## config.mk

```make
export PLATFORM = sky130hd
export DESIGN_NAME = system_param_datapath
export DESIGN_NICKNAME = d
export VERILOG_FILES = /design/src/rtl/system_param_pkg.sv /design/src/rtl/system_param_alu.sv /design/src/rtl/system_param_datapath.sv
export SDC_FILE = /design/constraint.sdc
export NUM_CORES = 1
export LEC_CHECK = 0
export CAP_MARGIN = 20
export CORE_MARGIN = 10
export CORE_UTILIZATION = 40
export CTS_BUF_LIST = sky130_fd_sc_hd__clkbuf_2
export CTS_CLUSTER_DIAMETER = 60
export DETAILED_ROUTE_END_ITERATION = 8
export MAX_ROUTING_LAYER = met4
export PLACE_DENSITY_LB_ADDON = 0.1
export SLEW_MARGIN = 25
export SYNTH_ARGS = -nofsm -noshare
export SYNTH_HDL_FRONTEND = slang
export SYNTH_HIERARCHICAL = 1
export SYNTH_SLANG_ARGS = --single-unit
```

## constraint.sdc

```tcl
create_clock -name i_clk -period 17.3 [get_ports i_clk]
set_clock_uncertainty 0.15 [all_clocks]
set_input_delay 4.325 -clock i_clk [delete_from_list [all_inputs] [get_ports i_clk]]
set_output_delay 4.325 -clock i_clk [all_outputs]
set_load 0.1 [all_outputs]
```

## src/rtl/system_param_pkg.sv

```systemverilog
`default_nettype none
// ============================================================================
// Module   : system_param_pkg
// Brief    : Shared command opcodes, ALU function codes and FSM encoding.
// Revision : 1.0 - initial release
// ============================================================================
package system_param_pkg;

    localparam logic [1:0] CMD_WR  = 2'd0;
    localparam logic [1:0] CMD_RD  = 2'd1;
    localparam logic [1:0] CMD_ALU = 2'd2;
    localparam logic [1:0] CMD_RSV = 2'd3;

    localparam logic [3:0] ALU_ADD  = 4'd0;
    localparam logic [3:0] ALU_SUB  = 4'd1;
    localparam logic [3:0] ALU_MUL  = 4'd2;
    localparam logic [3:0] ALU_DIV  = 4'd3;
    localparam logic [3:0] ALU_AND  = 4'd4;
    localparam logic [3:0] ALU_OR   = 4'd5;
    localparam logic [3:0] ALU_NAND = 4'd6;
    localparam logic [3:0] ALU_NOR  = 4'd7;
    localparam logic [3:0] ALU_XOR  = 4'd8;
    localparam logic [3:0] ALU_XNOR = 4'd9;
    localparam logic [3:0] ALU_EQ   = 4'd10;
    localparam logic [3:0] ALU_GT   = 4'd11;
    localparam logic [3:0] ALU_LT   = 4'd12;
    localparam logic [3:0] ALU_SHR  = 4'd13;
    localparam logic [3:0] ALU_SHL  = 4'd14;
    localparam logic [3:0] ALU_ILL  = 4'd15;

    typedef enum logic [1:0] {
        ST_IDLE = 2'd0,
        ST_EXEC = 2'd1,
        ST_OUT  = 2'd2
    } state_t;

endpackage
`default_nettype wire

```

## src/rtl/system_param_alu.sv

```systemverilog
`default_nettype none
// ============================================================================
// Module   : system_param_alu
// Brief    : Combinational WIDTH-bit ALU with error flag (div-by-zero, func 15).
// Revision : 1.0 - initial release
// ============================================================================
module system_param_alu
    import system_param_pkg::*;
#(
    parameter int WIDTH = 8
) (
    input  logic [WIDTH-1:0] a_i,
    input  logic [WIDTH-1:0] b_i,
    input  logic [3:0]       func_i,
    output logic [WIDTH-1:0] result_o,
    output logic             err_o
);

    always_comb begin
        result_o = '0;
        err_o    = 1'b0;
        case (func_i)
            ALU_ADD:  result_o = a_i + b_i;
            ALU_SUB:  result_o = a_i - b_i;
            ALU_MUL:  result_o = a_i * b_i;
            ALU_DIV: begin
                if (b_i == '0) begin
                    result_o = '1;
                    err_o    = 1'b1;
                end else begin
                    result_o = a_i / b_i;
                end
            end
            ALU_AND:  result_o = a_i & b_i;
            ALU_OR:   result_o = a_i | b_i;
            ALU_NAND: result_o = ~(a_i & b_i);
            ALU_NOR:  result_o = ~(a_i | b_i);
            ALU_XOR:  result_o = a_i ^ b_i;
            ALU_XNOR: result_o = ~(a_i ^ b_i);
            ALU_EQ:   result_o = {{(WIDTH-1){1'b0}}, (a_i == b_i)};
            ALU_GT:   result_o = {{(WIDTH-1){1'b0}}, (a_i > b_i)};
            ALU_LT:   result_o = {{(WIDTH-1){1'b0}}, (a_i < b_i)};
            ALU_SHR:  result_o = a_i >> 1;
            ALU_SHL:  result_o = a_i << 1;
            default:  err_o    = 1'b1;
        endcase
    end

endmodule
`default_nettype wire

```

## src/rtl/system_param_datapath.sv

```systemverilog
`default_nettype none
// ============================================================================
// Module   : system_param_datapath
// Brief    : Command-driven register file + ALU with handshaked TX response.
// Revision : 1.0 - initial release
// ============================================================================
module system_param_datapath
    import system_param_pkg::*;
#(
    parameter int                       WIDTH    = 8,
    parameter int                       RF_DEPTH = 16,
    parameter int                       ADDR_W   = $clog2(RF_DEPTH),
    parameter int                       NUM_CFG  = 2,
    parameter int                       CFG_BASE = 2,
    parameter logic [NUM_CFG*WIDTH-1:0] CFG_RST  = {8'h20, 8'h81}
) (
    input  logic                     i_clk,
    input  logic                     i_rst,
    input  logic                     i_cmd_valid,
    output logic                     o_cmd_ready,
    input  logic [1:0]               i_cmd_op,
    input  logic [ADDR_W-1:0]        i_cmd_addr_a,
    input  logic [ADDR_W-1:0]        i_cmd_addr_b,
    input  logic [WIDTH-1:0]         i_cmd_data,
    input  logic [3:0]               i_cmd_func,
    input  logic                     i_cmd_wb,
    output logic                     o_tx_valid,
    input  logic                     i_tx_ready,
    output logic [WIDTH-1:0]         o_tx_data,
    output logic                     o_tx_err,
    output logic [NUM_CFG*WIDTH-1:0] o_cfg,
    output logic                     o_busy
);

    state_t              state_q;
    logic [1:0]          op_q;
    logic [ADDR_W-1:0]   addr_a_q;
    logic [ADDR_W-1:0]   addr_b_q;
    logic [WIDTH-1:0]    data_q;
    logic [3:0]          func_q;
    logic                wb_q;
    logic                cmd_ready_q;
    logic                tx_valid_q;
    logic [WIDTH-1:0]    tx_data_q;
    logic                tx_err_q;
    logic [WIDTH-1:0]    rf_q [RF_DEPTH];

    logic [WIDTH-1:0]    alu_res;
    logic                alu_err;
    logic                rf_we_d;
    logic [WIDTH-1:0]    rf_wdata_d;

    system_param_alu #(
        .WIDTH (WIDTH)
    ) u_alu (
        .a_i      (rf_q[addr_a_q]),
        .b_i      (rf_q[addr_b_q]),
        .func_i   (func_q),
        .result_o (alu_res),
        .err_o    (alu_err)
    );

    // Writes happen only on the EXEC edge, always to the latched addr_a.
    always_comb begin
        rf_we_d    = 1'b0;
        rf_wdata_d = data_q;
        if (state_q == ST_EXEC) begin
            if (op_q == CMD_WR) begin
                rf_we_d = 1'b1;
            end else if (op_q == CMD_ALU && wb_q && !alu_err) begin
                rf_we_d    = 1'b1;
                rf_wdata_d = alu_res;
            end
        end
    end

    always_ff @(posedge i_clk or negedge i_rst) begin
        if (!i_rst) begin
            for (int k = 0; k < RF_DEPTH; k++) begin
                rf_q[k] <= '0;
            end
            for (int k = 0; k < NUM_CFG; k++) begin
                rf_q[CFG_BASE+k] <= CFG_RST[k*WIDTH +: WIDTH];
            end
        end else if (rf_we_d) begin
            rf_q[addr_a_q] <= rf_wdata_d;
        end
    end

    always_ff @(posedge i_clk or negedge i_rst) begin
        if (!i_rst) begin
            state_q     <= ST_IDLE;
            op_q        <= CMD_WR;
            addr_a_q    <= '0;
            addr_b_q    <= '0;
            data_q      <= '0;
            func_q      <= '0;
            wb_q        <= 1'b0;
            cmd_ready_q <= 1'b0;
            tx_valid_q  <= 1'b0;
            tx_data_q   <= '0;
            tx_err_q    <= 1'b0;
        end else begin
            case (state_q)
                ST_IDLE: begin
                    cmd_ready_q <= 1'b1;
                    if (i_cmd_valid && cmd_ready_q) begin
                        op_q        <= i_cmd_op;
                        addr_a_q    <= i_cmd_addr_a;
                        addr_b_q    <= i_cmd_addr_b;
                        data_q      <= i_cmd_data;
                        func_q      <= i_cmd_func;
                        wb_q        <= i_cmd_wb;
                        cmd_ready_q <= 1'b0;
                        state_q     <= ST_EXEC;
                    end
                end
                ST_EXEC: begin
                    case (op_q)
                        CMD_WR: begin
                            cmd_ready_q <= 1'b1;
                            state_q     <= ST_IDLE;
                        end
                        CMD_RD: begin
                            tx_data_q  <= rf_q[addr_a_q];
                            tx_err_q   <= 1'b0;
                            tx_valid_q <= 1'b1;
                            state_q    <= ST_OUT;
                        end
                        CMD_ALU: begin
                            tx_data_q  <= alu_res;
                            tx_err_q   <= alu_err;
                            tx_valid_q <= 1'b1;
                            state_q    <= ST_OUT;
                        end
                        default: begin
                            tx_data_q  <= '0;
                            tx_err_q   <= 1'b1;
                            tx_valid_q <= 1'b1;
                            state_q    <= ST_OUT;
                        end
                    endcase
                end
                ST_OUT: begin
                    if (i_tx_ready) begin
                        tx_valid_q  <= 1'b0;
                        cmd_ready_q <= 1'b1;
                        state_q     <= ST_IDLE;
                    end
                end
                default: begin
                    state_q <= ST_IDLE;
                end
            endcase
        end
    end

    for (genvar gi = 0; gi < NUM_CFG; gi++) begin : g_cfg_out
        assign o_cfg[gi*WIDTH +: WIDTH] = rf_q[CFG_BASE+gi];
    end

    assign o_cmd_ready = cmd_ready_q;
    assign o_tx_valid  = tx_valid_q;
    assign o_tx_data   = tx_data_q;
    assign o_tx_err    = tx_err_q;
    assign o_busy      = (state_q != ST_IDLE);

endmodule
`default_nettype wire

```

After elaboration in Yosys (flattened, before gate mapping):

Cells that the tools add are included.

* register bits after elaboration: 164
* input bits: 27
* output and inout port bits: 28
* word-level logic and storage cells: 118

* add/subtract/negate cells: 2
* $mul: 1
* divide/modulo/power cells: 1
* magnitude comparators: 5
* eq/ne operators: 23
* multiplexer cells: 32
* bitwise operators: 9
* reduce and logical (&&, ||, !) cells: 18

Operator list (count)
* 128-bit bitwise mux: 1
* 8-bit one-hot mux with 15 select lines: 1
* 8-bit two-way mux: 9
* 8-bit binary-select mux with 4-bit select: 2
* 8-bit demux with 4-bit select: 1
* 4-bit equality test (second input constant): 7
* 8-bit inverter: 3
* 8-bit one-hot mux with 3 select lines: 1
* 4-bit by 3-bit equality test with 1-bit output (second input constant): 4
* 14-bit OR reduction: 1
* 5-bit greater-or-equal comparator (second input constant): 2
* 4-bit inverter with 5-bit output: 2
* 1-bit two-way mux: 9
* 8-bit adder: 1
* 8-bit bitwise AND: 1
* 8-bit by 8-bit divider with 8-bit output: 1
* 4-bit by 2-bit equality test with 1-bit output (second input constant): 2
* 8-bit equality test: 1
* 8-bit greater-than comparator: 1
* 8-bit zero test: 1
* 8-bit less-than comparator: 1
* 8-bit by 8-bit multiplier with 8-bit output: 1
* 8-bit OR: 1
* 8-bit subtractor: 1
* 20 further kinds: 36

Longest topological paths before layout:

* depth in word-level cells: 13
* gate-level depth with buffers: 57
* mapped depth without buffers: 51

Cells and area by module:

The synthesis kept the hierarchy.

Modules (own cells, without submodules)
* system_param_datapath: instances 1, cells an instance 739, area an instance 8871.0 sq um, sequential area each 4107.7 sq um
* system_param_alu: instances 1, cells an instance 576, area an instance 4152.7 sq um, sequential area each 0.0 sq um

Least setup slack after synthesis:

Ideal clock, no wire load.

* path type: register to register
* start point: reg addr_b_q[0]
* end point: reg rf_q[0] (netlist bit)
* library setup time: 0.133 ns
* data arrival time: 12.194 ns
* required time: 17.017 ns
* path slack: 4.823 ns
* cell stages (with the launch flop): 54
* buffers on the path: 6
* clock period less this slack: 12.477 ns
* cells stage by stage: dfrtp_1 -> buf_6 -> buf_6 -> mux4_1 -> mux4_2 -> buf_6 -> nor4_2 -> nand2_1 -> nor2_1 -> a21oi_1 -> a21oi_1 -> ha_1 -> nor4b_1 -> a311oi_1 -> o22a_1 -> ha_1 -> o211ai_1 -> a211o_1 -> [18 not listed] -> ha_1 -> o21ai_0 -> a22oi_1 -> a31oi_1 -> o22ai_1 -> clkbuf_1 -> nor2_1 -> a21oi_1 -> ha_1 -> a21boi_0 -> o21ai_0 -> a21oi_1 -> o311ai_0 -> a31oi_1 -> or4_1 -> mux2i_4 -> clkbuf_2 -> o21ai_0

* elaborated cells between the ends (all ways): 31
* those cells by class: add/sub: 2; mul: 1; div: 1; order compare: 2; eq/ne: 1; mux: 14; bitwise: 7; reduce/logical: 3

RTL lines
* from (decl): RTL line system_param_datapath.sv:38 `logic [ADDR_W-1:0] addr_b_q;`
* from (signal assigned): RTL line system_param_datapath.sv:110 `addr_b_q <= i_cmd_addr_b;`
* 4-bit inverter with 5-bit output (not written as such) *: RTL line system_param_datapath.sv:57 `.b_i (rf_q[addr_b_q]),`
* 8-bit binary-select mux with 4-bit select *: RTL line system_param_datapath.sv:57
* 8-bit two-way mux (not written as such) * (2 in a row): RTL line system_param_datapath.sv:57
* 8-bit by 8-bit divider with 8-bit output, or another cell as far along: RTL line system_param_alu.sv:31 `result_o = a_i / b_i;`
* 8-bit two-way mux, or another cell as far along: RTL line system_param_alu.sv:27 `if (b_i == '0) begin`
* 8-bit one-hot mux with 15 select lines *: RTL line system_param_alu.sv:22 `case (func_i)`
* named net alu_res[0]: RTL line system_param_datapath.sv:48 `logic [WIDTH-1:0] alu_res;`
* 8-bit two-way mux *: RTL line system_param_datapath.sv:70 `end else if (op_q == CMD_ALU && wb_q && !alu_err) begin`
* 8-bit two-way mux *: RTL line system_param_datapath.sv:68 `if (op_q == CMD_WR) begin`
* 8-bit two-way mux *: RTL line system_param_datapath.sv:67 `if (state_q == ST_EXEC) begin`
* 128-bit bitwise mux *: RTL line system_param_datapath.sv:86 `rf_q[addr_a_q] <= rf_wdata_d;`
* to (signal, indexed assignment): RTL line system_param_datapath.sv:83 `rf_q[CFG_BASE+k] <= CFG_RST[k*WIDTH +: WIDTH];`
* to (signal, indexed assignment): RTL line system_param_datapath.sv:86
* to (decl): RTL line system_param_datapath.sv:46 `logic [WIDTH-1:0] rf_q [RF_DEPTH];`

Mark *: on every way through the listed nets, which the timed path passes. The rest lies on a longest branch. The select of a mux whose other input is x is not followed.
A chain may end at the register's enable or synchronous reset.

Worst setup path after layout:

* start point: reg addr_b_q[0]
* end point: reg rf_q[24] (netlist bit)

Same word-level chain as after synthesis.

==> impl_metrics.yaml <==
outcome:
  status: "complete, no violations"
clock_network:
  cts_setup_buffers: 0
  cts_root_buf: "clkbuf_2"
  ctsLongestPathBuffers: 2
  hold_buffers: 0
  cts_buffers: 17
  clk_pin_slew_ns: 0.23
  htreeDepth: 4
  cts_tree: "done"
  clock-sinks: 164
  insertion_delay_ns: 0.78
  ctsResizeCount: 0
drt:
  num_vias: 10400
  ant_nets: 0
  drc_errors: 0
  routed_via_density: 5.85
  wl_per_cell_um: 22.6
  firstDrtPassIters: 8
  wl_um: 40000
  drt-initial-drc-count: 798
grt:
  grt_pass1_vias: 10100
  grt_pass1_wl_um: 62300
  grt_max_degree: 98
  overflow: 0
  antenna_found_initial: 1
  grt_util_all_layers_pct: 20.3
logic_synthesis:
  synth_area_per_cell_um2: 9.90
  netlist_area_mm2: 0.0130
  syn-instance-count: 1315
  synth_async_sr_flop_share_pct: 100
  synth_cell_type_count: 85
  ys_warn_count: 6
  ys_ff_latch: 164
  synth-edff-count: 0
  synthFlopType: "dfrtp_1"
  synth_nets: 1443
  yosysSeqAreaShare_pct: 31.5
sta:
  clock.fmax_mhz: 65.5
  final-setup-viol-count: 0
  period_share_pct: 88.3
  timing.setup.tns_ns: 0
  tightest_slew_ns: 1.05
  timing.final.hold_violations: 0
  drv_slew: 0
  rsz0062_at_grt: "no"
  relSlewSlack_pct: 30.2
  whs_ns: 0.373
  fin_crit_ns: 15.28
worst_hold_path:
  min_path_type: "reg2reg"
floorplan:
  io_pins: 55
  start_util_pct: 40.2
  core_mm2: 0.0324
  fp.dieW_um: 200
  dieArea_mm2: 0.0402
  die_y_um: 200
  num_rows: 66
cells_and_area:
  nets: 1445
  final_layout_size_suffix_gt1_share_pct: 13.1
  final_util_pct: 43.3
  syn_to_final_growth_pct: 7.51
placement:
  io_buffer_count: 54
  gp_congestion: 0.898
  post-dp-hpwl_um: 29300
flow_run:
  max_cap_violations: 0
worst_setup_path:
  cp_common_cell: "ha_1"
  startpoint_type: "flop"
  end_kind: "flop"
  worstPathMaxFanout: 21
  arrival_ns: 15.77
  worstSetupPathType: "reg2reg"
  worstPathRequired_ns: 17.79
  slowest_delay_ns: 0.83
  crit_slowest_cell: "o22ai_1"
-- cells by family (layout without fill, tap and decap cells) --
kind of cell	Yosys count	in the layout	synth area share [%]
flops	164	164	31.5
fa+ha+maj	101	101	10.5
buf+inv	159	174	6.42
xor+xnor	32	32	2.36
simple gates	385	385	13.4
other cells	0	1	0
compound gates	342	342	16.6
mux	132	132	19.1
-- through the flow --
| stage | cells | instance area [um^2] | setup slack [ns] |
|---|---|---|---|
| 2_1_floorplan | 1315 | 13000 | 4.82 |
| 3_3_place_gp | 1740 | 13700 | 2.65 |
| 3_5_place_dp | 1740 | 13700 | 2.36 |
| 4_1_cts | 1772 | 14000 | 2.25 |
| 5_1_grt | 1773 | 14000 | 1.05 |
| 6_report | 1773 | 14000 | 2.02 |
-- cells in the final DEF (no fill, tap or decap), types with 14 or more instances in the layout --
master,n
inv_1,54
nand2_1,198
mux4_1,32
a21oi_1,44
clkdlybuf4s50_1,53
nand3_1,20
nor3_1,16
nor2b_1,20
mux2_2,37
ha_1,87
dfrtp_1,159
mux2i_1,15
xnor2_1,20
fa_1,14
clkbuf_2,19
mux4_2,40
o21ai_0,152
o211ai_1,19
buf_4,33
nor2_1,76
-- synth_stat cells, types with 10 or more instances --
library cell	instances	area [um^2]
nand2_1	198	743
dfrtp_1	161	4030
o21ai_0	152	761
ha_1	87	1090
nor2_1	76	285
inv_1	54	203
a21oi_1	44	220
mux4_2	40	901
mux2_2	37	417
clkbuf_1	35	131
mux4_1	32	841
buf_2	22	110
nand3_1	20	100
nor2b_1	20	125
xnor2_1	20	175
o211ai_1	19	143
buf_4	18	135
nor3_1	16	80.1
buf_6	15	169
mux2i_1	15	150
fa_1	14	280
a222oi_1	10	100
nand2b_1	10	62.6
xor2_1	10	87.6
-- final timing paths --
path / slack (ns) / to / cells after the start / from
max: 2.02 / rf_q[24] / 49 / addr_b_q[0]
max reg2reg: 2.02 / rf_q[24] / 49 / addr_b_q[0]
max in group asynchronous: 12.10 / addr_b_q[0] / 2 / i_rst
min: 0.37 / o_cfg[13] / 2 / o_cfg[13]
min in group asynchronous: 3.44 / rf_q[35] / 1 / i_rst
min reg2reg: 0.37 / o_cfg[13] / 2 / o_cfg[13]
-- final cells by class --
cell class / instances / area [um^2]
clock inverter: 13 / 159
multi-input combinational: 992 / 8090
antenna: 1 / 2.50
fill: 3201 / 18400
tap: 442 / 553
clock buffer: 19 / 95.1
sequential: 164 / 4110
timing repair buffer: 87 / 790
inverter: 55 / 206
-- flip-flops by register name, indices dropped and copies added, names as in the netlist --
name	cells
wb_q	1
op_q	2
state_q	2
data_q	8
o_tx_err	1
o_tx_valid	1
addr_a_q	4
o_cmd_ready	1
rf_q	112
o_cfg	16
func_q	4
addr_b_q	4
o_tx_data	8
-- per-layer routing --
metal	vias to the layer above	wire length [um]	track usage [%]	share of wire [%]
met5	-	0	-	0
met4	0	1270	7.36	3.2
met3	58	1260	2.15	3.1
met2	275	19700	33.3	49
met1	5192	17700	25.6	44
li1	4840	-	-	-
-- critical path: cells and delay by family (launching register included) --
| family | cells | cell delay (ns) |
|---|---|---|
| DFF | 1 | 0.68 |
| adders and majority gates | 7 | 2.07 |
| muxes | 5 | 2.34 |
| buffers and inverters | 1 | 0.43 |
| AOI/OAI and AO/OA | 26 | 6.06 |
| and+or+nand+nor | 10 | 3.36 |
Power is not shown: default switching activity piles up to over one toggle a cycle in this logic, so the estimate is an artifact.
==> RTL edit, RTL diff (same flow settings) <==
Change the parameter `RF_DEPTH` from 16 to 32.
--- a/src/rtl/system_param_datapath.sv
+++ b/src/rtl/system_param_datapath.sv
@@ -9,5 +9,5 @@
 #(
     parameter int                       WIDTH    = 8,
-    parameter int                       RF_DEPTH = 16,
+    parameter int                       RF_DEPTH = 32,
     parameter int                       ADDR_W   = $clog2(RF_DEPTH),
     parameter int                       NUM_CFG  = 2,
Interface: changed (resized i_cmd_addr_a and i_cmd_addr_b); port bits go from 55 to 57. No check against the original RTL was run, so the function may have changed too.
==> RTL edit against the original RTL <==
  * Final area grew 54%
  * Worst setup slack better by 0.31 ns
  * Core utilization up 0.69 points
  * Cell count grew 56%
  * Sequential cell count increased by 130
  * Area after synthesis increased by 53%
  * Routed wire length rose by 75%
  * First-iteration DRC count grew 93%
Power is left out: the tool's default activity adds up to more than one toggle a clock period on the data nets, which glitch-free logic cannot reach.
==> RTL edit: results (changes against the original RTL) <==
- Number of cells produced by synthesis: 2029 (was 1315)
- The register ranked first by flip-flop count was rf_q (unchanged).
- Detailed-routing iteration count for the pre-antenna-repair pass: 5 (was 8)
- Met1 global-route usage: 34.45% (was 25.63%)
* Worst reg2reg path depth: 53 (was 49)
* Pin count of the biggest net entering global routing: 93 (was 98)
- Met3 wirelength from detailed routing: 4.751 mm (was 1.257 mm)
- The filler cell count in the final layout came to 4781 (was 3201).
- The adder-cell area share of the yosys netlist was 6.787% (was 10.51%).
- The number of global-route vias before repair came to 15950 (was 10130).
- The unique cell type count in the Yosys netlist was 102 (was 85).
- Layout cells sized above 1: 16.94% (was 13.08%)
- The complex-gate fraction of the synthesized area was 17.16% (was 16.62%).
* DPL Wire Length: 48.62 mm (was 29.28 mm)
- Routed wirelength normalized by instance count: 25.39 microns (was 22.56 microns)
- Status: finished clean (unchanged)
- Largest cells by area after synthesis: sky130_fd_sc_hd__dfrtp_1 36%, sky130_fd_sc_hd__mux2i_1 8.8%, sky130_fd_sc_hd__a21oi_1 7.1% (was sky130_fd_sc_hd__dfrtp_1 31%, sky130_fd_sc_hd__ha_1 8.4%, sky130_fd_sc_hd__mux4_2 6.9%).
- The detailed router's first-iteration violation count came to 1540 (was 798).
- Top fanout value on the critical path: 32 (was 21)
- CP Data Arrival Time: 15.68 ns (was 15.77 ns)
- The global routing met3 resource utilization was 4.880% (was 2.146%).
- Number of buffers between clock root and the deepest sink: 3 (was 2)
- Detailed-routed wire length on met2: 29.83 mm (was 19.72 mm)
- Number of flip-flops under the largest register name: 240 (was 112)
* Cell with the largest stage delay on the worst path: sky130_fd_sc_hd__dfrtp_4 (was sky130_fd_sc_hd__o22ai_1)
- Routed via count divided by cell count: 5.935 (was 5.846)
- The global routing usage on met2 came to 33.58% (was 33.27%).
- The max-slew headroom at the worst pin came to 29.11% (was 30.23%).
- First-pass GRT wire length: 106.3 mm (was 62.32 mm)
- Worst skew pair latency: 1.08 ns (was 0.78 ns)
- The cell area after placement came to 20850 sq um (was 13750 sq um).
- Most frequent cells after synthesis: 324 x sky130_fd_sc_hd__nor2_1, 291 x sky130_fd_sc_hd__dfrtp_1, 283 x sky130_fd_sc_hd__a21oi_1 (was 198 x sky130_fd_sc_hd__nand2_1, 161 x sky130_fd_sc_hd__dfrtp_1, 152 x sky130_fd_sc_hd__o21ai_0)
- The sequential share of the synthesized area came to 36.83% (was 31.54%).
- Met1 Wirelength: 33.61 mm (was 17.74 mm)
- Syn Nets: 2158 (was 1443)
- Input/output buffers: 56 (was 54)
- The minimum setup slack after placement is 2.484 ns (was 2.363 ns).
- Xor and xnor fraction of the mapped netlist area: 1.628% (was 2.363%)
- Multi-input gate area in the final layout: 11570 sq um (was 8087 sq um)
- Initial antenna violation count: 2 (was 1)
* Routability-driven placement congestion ratio: 0.9453 (was 0.8979)
- The aggregate global-route resource usage is 24.03% (was 20.31%).
RTL edit: cell type report:
class	count	area share, %
Multi-Input combinational cell	1507	53.59
Sequential cell	294	34.14
Timing Repair Buffer	91	3.968
Tap cell	664	3.847
Clock buffer	123	2.850
Inverter	60	1.043
Clock inverter	15	0.5214
Antenna cell	4	0.04634
RTL edit: worst paths after layout:
check                                  from   endpoint  slack [ns]
worst min register to register     o_tx_err   o_tx_err        0.34
worst min-delay path               o_tx_err   o_tx_err        0.34
worst max register to register  addr_b_q[0]    rf_q[0]        2.33
worst max-delay path            addr_b_q[0]    rf_q[0]        2.33
max in group asynchronous             i_rst  rf_q[172]       12.45
min in group asynchronous             i_rst   rf_q[91]        3.14
RTL edit: tightest hold or removal path, stage by stage, from the launching register on:
cell	delay (ns)
sky130_fd_sc_hd__dfrtp_1	0.36
sky130_fd_sc_hd__nand2_1	0.04
sky130_fd_sc_hd__o21ai_0	0.06
